==> src/rtl/alu4_op_scheduler_if.sv <==
// Bundle of requester handshakes, response channels and shared 4-bit unit
// connections used by alu4_op_scheduler. slave = scheduler side.
interface alu4_op_scheduler_if;
  logic       req0_valid;
  logic       req0_ready;
  logic [1:0] req0_op;
  logic [3:0] req0_a;
  logic [3:0] req0_b;
  logic       req1_valid;
  logic       req1_ready;
  logic [1:0] req1_op;
  logic [3:0] req1_a;
  logic [3:0] req1_b;
  logic       rsp0_valid;
  logic       rsp0_ready;
  logic [7:0] rsp0_result;
  logic       rsp1_valid;
  logic       rsp1_ready;
  logic [7:0] rsp1_result;
  logic [1:0] alu_op;
  logic [3:0] alu_a;
  logic [3:0] alu_b;
  logic [7:0] alu_result;
  logic       busy;

  modport slave (
    input  req0_valid, req0_op, req0_a, req0_b,
    input  req1_valid, req1_op, req1_a, req1_b,
    input  rsp0_ready, rsp1_ready, alu_result,
    output req0_ready, req1_ready,
    output rsp0_valid, rsp0_result, rsp1_valid, rsp1_result,
    output alu_op, alu_a, alu_b, busy
  );

  modport master (
    output req0_valid, req0_op, req0_a, req0_b,
    output req1_valid, req1_op, req1_a, req1_b,
    output rsp0_ready, rsp1_ready, alu_result,
    input  req0_ready, req1_ready,
    input  rsp0_valid, rsp0_result, rsp1_valid, rsp1_result,
    input  alu_op, alu_a, alu_b, busy
  );
endinterface

==> src/rtl/alu4_op_scheduler.sv <==
// Two-requester scheduler for the shared combinational 4-bit ALU, one op in flight.
// Define ALU4_SCHED_RR_EN for round-robin tie breaking; otherwise req0 has fixed priority.
module alu4_op_scheduler #(
  parameter int UNIT_LAT = 1
) (
  input logic              clk,
  input logic              rst_n,
  alu4_op_scheduler_if.slave bus
);

  typedef enum logic [1:0] {IDLE, EXEC, RESP} state_t;

  // UNIT_LAT must be 1..15; it loads a 4-bit down counter.
  localparam logic [3:0] LAT = 4'(UNIT_LAT);

  state_t     state;
  state_t     state_next;
  logic [3:0] cnt;
  logic       owner;
  logic       grant_any;
  logic       grant_sel;
  logic       accept;
  logic [1:0] alu_op_q;
  logic [3:0] alu_a_q;
  logic [3:0] alu_b_q;
  logic [7:0] rsp0_result_q;
  logic [7:0] rsp1_result_q;

  assign grant_any = bus.req0_valid | bus.req1_valid;
  assign accept    = (state == IDLE) && grant_any;

`ifdef ALU4_SCHED_RR_EN
  // ptr holds the last granted requester; resetting it to 1 hands the first tie to req0.
  logic ptr;

  always_comb begin
    grant_sel = bus.req1_valid;
    if (bus.req0_valid && bus.req1_valid)
      grant_sel = ~ptr;
  end

  always_ff @(posedge clk or negedge rst_n) begin
    if (!rst_n)
      ptr <= 1'b1;
    else if (accept)
      ptr <= grant_sel;
  end
`else
  always_comb begin
    grant_sel = ~bus.req0_valid;
  end
`endif

  always_ff @(posedge clk or negedge rst_n) begin
    if (!rst_n)
      state <= IDLE;
    else
      state <= state_next;
  end

  always_comb begin
    state_next = state;
    case (state)
      IDLE: if (grant_any) state_next = EXEC;
      EXEC: if (cnt == 4'd1) state_next = RESP;
      RESP: if (owner ? bus.rsp1_ready : bus.rsp0_ready) state_next = IDLE;
      default: state_next = IDLE;
    endcase
  end

  // Operands are latched only on a grant so the unit inputs never toggle otherwise.
  always_ff @(posedge clk or negedge rst_n) begin
    if (!rst_n) begin
      cnt           <= 4'd0;
      owner         <= 1'b0;
      alu_op_q      <= 2'b00;
      alu_a_q       <= 4'h0;
      alu_b_q       <= 4'h0;
      rsp0_result_q <= 8'h00;
      rsp1_result_q <= 8'h00;
    end else if (accept) begin
      owner    <= grant_sel;
      cnt      <= LAT;
      alu_op_q <= grant_sel ? bus.req1_op : bus.req0_op;
      alu_a_q  <= grant_sel ? bus.req1_a  : bus.req0_a;
      alu_b_q  <= grant_sel ? bus.req1_b  : bus.req0_b;
    end else if (state == EXEC) begin
      cnt <= cnt - 4'd1;
      if (cnt == 4'd1) begin
        if (owner)
          rsp1_result_q <= bus.alu_result;
        else
          rsp0_result_q <= bus.alu_result;
      end
    end
  end

  always_comb begin
    bus.req0_ready  = accept && !grant_sel;
    bus.req1_ready  = accept && grant_sel;
    bus.rsp0_valid  = (state == RESP) && !owner;
    bus.rsp1_valid  = (state == RESP) && owner;
    bus.rsp0_result = rsp0_result_q;
    bus.rsp1_result = rsp1_result_q;
    bus.alu_op      = alu_op_q;
    bus.alu_a       = alu_a_q;
    bus.alu_b       = alu_b_q;
    bus.busy        = (state != IDLE);
  end

endmodule

==> src/flat_wrapper.sv <==
// flat-port wrapper written by rule: the top's interface ports become plain ports
module alu4_op_scheduler_flat 
#(
  parameter int UNIT_LAT = 1
)
  (clk, rst_n, bus_req0_valid, bus_req0_op, bus_req0_a, bus_req0_b, bus_req1_valid, bus_req1_op, bus_req1_a, bus_req1_b, bus_rsp0_ready, bus_rsp1_ready, bus_alu_result, bus_req0_ready, bus_req1_ready, bus_rsp0_valid, bus_rsp0_result, bus_rsp1_valid, bus_rsp1_result, bus_alu_op, bus_alu_a, bus_alu_b, bus_busy);
  alu4_op_scheduler_if bus_i ();
  input logic clk;
  input logic rst_n;
  input wire logic [$bits(bus_i.req0_valid)-1:0] bus_req0_valid;
  input wire logic [$bits(bus_i.req0_op)-1:0] bus_req0_op;
  input wire logic [$bits(bus_i.req0_a)-1:0] bus_req0_a;
  input wire logic [$bits(bus_i.req0_b)-1:0] bus_req0_b;
  input wire logic [$bits(bus_i.req1_valid)-1:0] bus_req1_valid;
  input wire logic [$bits(bus_i.req1_op)-1:0] bus_req1_op;
  input wire logic [$bits(bus_i.req1_a)-1:0] bus_req1_a;
  input wire logic [$bits(bus_i.req1_b)-1:0] bus_req1_b;
  input wire logic [$bits(bus_i.rsp0_ready)-1:0] bus_rsp0_ready;
  input wire logic [$bits(bus_i.rsp1_ready)-1:0] bus_rsp1_ready;
  input wire logic [$bits(bus_i.alu_result)-1:0] bus_alu_result;
  output wire logic [$bits(bus_i.req0_ready)-1:0] bus_req0_ready;
  output wire logic [$bits(bus_i.req1_ready)-1:0] bus_req1_ready;
  output wire logic [$bits(bus_i.rsp0_valid)-1:0] bus_rsp0_valid;
  output wire logic [$bits(bus_i.rsp0_result)-1:0] bus_rsp0_result;
  output wire logic [$bits(bus_i.rsp1_valid)-1:0] bus_rsp1_valid;
  output wire logic [$bits(bus_i.rsp1_result)-1:0] bus_rsp1_result;
  output wire logic [$bits(bus_i.alu_op)-1:0] bus_alu_op;
  output wire logic [$bits(bus_i.alu_a)-1:0] bus_alu_a;
  output wire logic [$bits(bus_i.alu_b)-1:0] bus_alu_b;
  output wire logic [$bits(bus_i.busy)-1:0] bus_busy;
  assign bus_i.req0_valid = bus_req0_valid;
  assign bus_i.req0_op = bus_req0_op;
  assign bus_i.req0_a = bus_req0_a;
  assign bus_i.req0_b = bus_req0_b;
  assign bus_i.req1_valid = bus_req1_valid;
  assign bus_i.req1_op = bus_req1_op;
  assign bus_i.req1_a = bus_req1_a;
  assign bus_i.req1_b = bus_req1_b;
  assign bus_i.rsp0_ready = bus_rsp0_ready;
  assign bus_i.rsp1_ready = bus_rsp1_ready;
  assign bus_i.alu_result = bus_alu_result;
  assign bus_req0_ready = bus_i.req0_ready;
  assign bus_req1_ready = bus_i.req1_ready;
  assign bus_rsp0_valid = bus_i.rsp0_valid;
  assign bus_rsp0_result = bus_i.rsp0_result;
  assign bus_rsp1_valid = bus_i.rsp1_valid;
  assign bus_rsp1_result = bus_i.rsp1_result;
  assign bus_alu_op = bus_i.alu_op;
  assign bus_alu_a = bus_i.alu_a;
  assign bus_alu_b = bus_i.alu_b;
  assign bus_busy = bus_i.busy;
  alu4_op_scheduler #(.UNIT_LAT(UNIT_LAT)) u_core (.clk(clk), .rst_n(rst_n), .bus(bus_i));
endmodule
==> config.mk <==
export PLATFORM = sky130hd
export DESIGN_NAME = alu4_op_scheduler_flat
export DESIGN_NICKNAME = d
export VERILOG_FILES = /design/src/rtl/alu4_op_scheduler_if.sv /design/src/rtl/alu4_op_scheduler.sv /design/src/flat_wrapper.sv
export SDC_FILE = /design/constraint.sdc
export NUM_CORES = 1
export LEC_CHECK = 0
export ABC_AREA = 1
export CAP_MARGIN = 20
export CORE_MARGIN = 4
export CORE_UTILIZATION = 45
export DETAILED_ROUTE_END_ITERATION = 12
export HOLD_SLACK_MARGIN = 0.02
export PLACE_DENSITY = 0.84
export SYNTH_ARGS = -nofsm -noshare
export SYNTH_HDL_FRONTEND = slang
export SYNTH_SLANG_ARGS = --single-unit
==> constraint.sdc <==
create_clock -name clk -period 3.2 [get_ports clk]
set_input_delay 0.48 -clock clk [delete_from_list [all_inputs] [get_ports clk]]
set_output_delay 0.48 -clock clk [all_outputs]
set_load 0.02 [all_outputs]
## After elaboration in Yosys (flattened, before gate mapping)

Cells that the tools add are included.

| cells by class | value |
|---|---|
| shifts and indexed selects | 0 |
| $add $sub $neg | 1 |
| $lt $le $gt $ge | 0 |
| bitwise gates (word level) | 4 |
| multiplexer cells | 10 |
| eq/ne operators | 6 |
| divide/modulo/power cells | 0 |
| reduce and logical (&&, ||, !) cells | 12 |
| $mul | 0 |

Operator list:

| operator | number |
|---|---|
| $mux 4 | 4 |
| $mux 2 | 4 |
| $reduce_and 4->1 | 2 |
| $ne 2x1->1 const B | 3 |
| $pmux 2 s3 | 1 |
| $logic_and 1x1->1 | 5 |
| $eq 4x1->1 const B | 1 |
| $reduce_bool 2->1 | 2 |
| $sub 4x1->4 const B | 1 |
| $not 1->1 | 3 |
| $reduce_and 3->1 | 1 |
| $eq 2x1->1 const B | 1 |
| $eq 2x2->1 const B | 1 |
| $logic_not 2->1 | 1 |
| $logic_not 1->1 | 1 |
| $mux 1 | 1 |
| $or 1x1->1 | 1 |

| word-level totals | value |
|---|---|
| output and inout port bits | 31 |
| latch bits | 0 |
| memories | 0 |
| logic and storage cells | 41 |
| register bits after elaboration | 33 |
| memory bits (writable) | 0 |
| bits in read-only memories | 0 |

## Logic depth before layout (Yosys ltp)

Gate-level depths: netlist (run 1).

| depth | value |
|---|---|
| word-level depth | 4 |
| depth in mapped cells | 7 |
| mapped depth without buffers | 7 |

## Worst setup path before layout (run 1)

No wires, ideal clock.

| path | value |
|---|---|
| path kind | flip-flop to output port |
| from | register u_core.state[1] |
| to | output bus_req0_ready |
| path slack | 1.638 ns |
| arrival | 1.082 ns |
| stages on the path, launching flop included | 4 |
| path through | dfrtp_1 > nor2_2 > inv_1 > nor2_1 |

| between the ends | value |
|---|---|
| word-level cells in the longest chain between the ends | 3 |

Ends and longest elaborated chain:

| what | line | RTL |
|---|---|---|
| start, declared | alu4_op_scheduler.sv:16 | `state_t state;` |
| start signal, assigned | alu4_op_scheduler.sv:58 | `state <= state_next;` |
| $logic_not 2->1 | alu4_op_scheduler.sv:30 | `assign accept = (state == IDLE) && grant_any;` |
| $logic_and 1x1->1 | alu4_op_scheduler.sv:30 |  |
| $logic_and 1x1->1 | alu4_op_scheduler.sv:99 | `bus.req0_ready = accept && !grant_sel;` |
| end, declared | flat_wrapper.sv:21 | `output wire logic [$bits(bus_i.req0_ready)-1:0] bus_req0_ready;` |

Every way passes these cells.

## Worst setup path after layout (run 1)

| path | value |
|---|---|
| from | input bus_req0_valid |
| to | output bus_req0_ready |

| between the ends | value |
|---|---|
| word-level cells in the longest chain between the ends | 3 |

Ends and longest elaborated chain:

| what | line | RTL |
|---|---|---|
| start, declared | flat_wrapper.sv:10 | `input wire logic [$bits(bus_i.req0_valid)-1:0] bus_req0_valid;` |
| $or 1x1->1 | alu4_op_scheduler.sv:29 | `assign grant_any = bus.req0_valid \| bus.req1_valid;` |
| $logic_and 1x1->1 | alu4_op_scheduler.sv:30 |  |
| $logic_and 1x1->1 (*) | alu4_op_scheduler.sv:99 |  |

Every way passes the cells marked *; elsewhere a longest branch is shown, timed or not.

==> results of run 1 <==
registers in the layout, indices dropped and copies added (netlist names):
signal / cells
u_core.cnt: 4
u_core.bus.rsp0_result: 8
u_core.bus.alu_op: 2
u_core.bus.alu_a: 4
u_core.state: 2
u_core.owner: 1
u_core.bus.alu_b: 4
u_core.bus.rsp1_result: 8
Yosys cell counts:
library cell  instances
dfrtp_1              33
nor2_4                2
a21oi_1               1
o21ai_4               1
ha_1                  2
buf_2                 2
nand2_1             107
nor3_4                1
o21ai_0               4
xnor2_1               1
nor2_1                9
nand2_4               1
inv_1                10
buf_6                 2
nand4_1               2
nor2_2                1
nand3_1              13
inv_2                 3
worst paths after layout:
kind,start,endpoint,slack [ns],depth (start not counted)
min,u_core.bus.rsp0_result[5]$_DFFE_PN0P_,u_core.bus.rsp0_result[5]$_DFFE_PN0P_,0.48,2
max,bus_req0_valid,bus_req0_ready,0.42,4
min in group asynchronous,rst_n,u_core.bus.rsp1_result[2]$_DFFE_PN0P_,0.55,2
min reg2reg,u_core.bus.rsp0_result[5]$_DFFE_PN0P_,u_core.bus.rsp0_result[5]$_DFFE_PN0P_,0.48,2
max in group asynchronous,rst_n,u_core.bus.alu_a[0]$_DFFE_PN0P_,2.36,2
max reg2reg,u_core.cnt[1]$_DFFE_PN0P_,u_core.bus.rsp0_result[2]$_DFFE_PN0P_,1.87,7
cell families after synthesis:
family	Yosys count	share of synthesized area [%]
AND/OR/NAND/NOR	136	36.7
flip-flops	33	53.2
adder cells (fa/ha/maj)	2	1.61
XOR/XNOR	1	0.565
buffers and inverters	17	5.24
AO/OA/AOI/OAI	6	2.66
stage by stage:
| step | area, um^2 | hold WS (ns) | setup WS [ns] |
|---|---|---|---|
| 3_3_place_gp | 2230 | 0.453 | 0.454 |
| 5_1_grt | 2290 | 0.508 | 0.303 |
| 4_1_cts | 2290 | 0.480 | 0.402 |
| 6_report | 2290 | 0.476 | 0.418 |
| 3_5_place_dp | 2230 | 0.457 | 0.417 |
| 2_1_floorplan | 1550 | 0.184 | 1.64 |
layout make-up:
cell class                 count  area, um^2  area share [%]
tap                           46        57.6            2.52
timing repair buffer          66         656            28.7
inverter                      13        48.8            2.13
multi-input combinational    145         644            28.2
sequential                    33         826            36.1
clock buffer                   7        55.1            2.41
worst max-delay path: stages:
cell and delay (ns):
clkdlybuf4s50_1 0.72, inv_1 0.27, nor2_1 0.20, clkdlybuf4s50_1 0.63
routing by layer:
layer	vias to the layer above	GRT usage, %	wire [um]
met4	0	5.33	42
met1	652	21.4	1490
li1	736	-	-
met2	70	30.0	1640
met5	-	0	0
met3	4	8.43	425
where the power goes:
| part | total [uW] | leakage, uW | switching, uW | internal (uW) |
|---|---|---|---|---|
| clock | 225 | 0.0000314 | 121 | 104 |
| sequential | 755 | 0.000407 | 137 | 619 |
| combinational | 1170 | 0.000715 | 666 | 509 |
==> qor.yml, run 1 <==
placed_design:
  dpl.cell_count: 303
  hpwlAfterDp_mm: 2.84
  portBuffers: 64
  globalplace.congestion: 0.809
synth:
  syn_inst: 195
  ys_warn_count: 0
  ys_top_cells_by_area: "dfrtp_1, nand2_1, nand3_1"
  syn_area_um2: 1550
  yosys.area.top_type_share_pct: 53.2
  yosysSeqAreaShare_pct: 53.2
  synth_area_per_cell_um2: 7.96
  syn_nets: 231
  synth.ff_latch_count: 33
  synth_largest_area_cell: "dfrtp_1"
  synthDistinctLibCells: 18
sta:
  hold_viol_final: 0
  skew_ns: 0.00387
  max_freq_ghz: 0.359
  setup-violations-final: 0
  min_period_over_period_pct: 86.9
  relSlewSlack_pct: 72.4
  fin_crit_ns: 2.78
  finalSetupTns_ns: 0
  rsz0062_at_grt: "false"
  drv_slew: 0
  worst-slew-pin-transition_ns: 0.412
clock_tree:
  clkLatencyLatePin_ns: 0.32
  cts_resized: 0
  clk_pin_slew_ns: 0.09
  cts_root_buffer: "clkbuf_4"
  hold_buffers: 0
  clock_path_buffers: 2
  cts_buffers: 5
  cts_htree_levels: 2
  cts_tree: "done"
  cts.sink_count: 33
  postCtsSetupBuffers: 0
power:
  power_uw: 2150
  powerDensity_nw_per_um2: 942
  power.leakage_uw: 0.00115
  irDropWorstVdd_uv: 461
die:
  die_w_um: 66.7
  pin_count: 65
  core_area_um2: 3340
  die_h_um: 66.7
  rows: 21
  die_area_um2: 4450
  start_util_pct: 46.5
critical_path:
  required_ns: 2.72
  endpoint_kind: "output pin"
  crit_arrival_ns: 2.30
  crit_fanout: 12
  path_class: "input port to output pin"
  start_kind: "input port"
min_path:
  worstHoldPathType: "register to register"
grt:
  track_usage_pct: 18.3
  antenna_found_initial: 0
  grt_start_max_net_pins: 34
  overflow: 0
  grt_pass1_wl_mm: 6.07
  grt_pass1_vias: 1419
finish:
  antennaDiodeCount: 0
  layout.cells.non_filler: 310
  final_nets: 300
  synthToLayoutAreaGrowth_pct: 47.4
  finish.utilization_pct: 68.5
  layout_common_cells: "nand2_1, clkdlybuf4s50_1, dfrtp_1, nand3_1, inv_1"
  nFillCells: 302
  drive_gt1_share_pct: 6.44
  layout_commonest_cell: "nand2_1"
detailed_routing:
  post_drt_wl_per_cell_um: 11.6
  dr_total_vias: 1462
  dr.pass1.iters: 4
  antenna_left: 0
  drtIter0Drc: 80
  drc_errors: 0
  via_per_inst: 4.72
  drt_wl_total_mm: 3.59
run:
  max_cap_violations: 0
status:
  status: "finished, final reports clean"
Note: power is estimated with default switching activity, not from simulation.
==> run 2: changes to the inputs <==
Settings changed: CTS_CLUSTER_SIZE set to 40.
==> results of run 2 <==
The final DEF is identical to that of run 1; final timing and power are the same.
==> run 3: changes to the inputs <==
Settings changed: SKIP_CTS_REPAIR_TIMING set to 1.
==> results of run 3 <==
The final DEF is identical to that of run 1; final timing and power are the same.
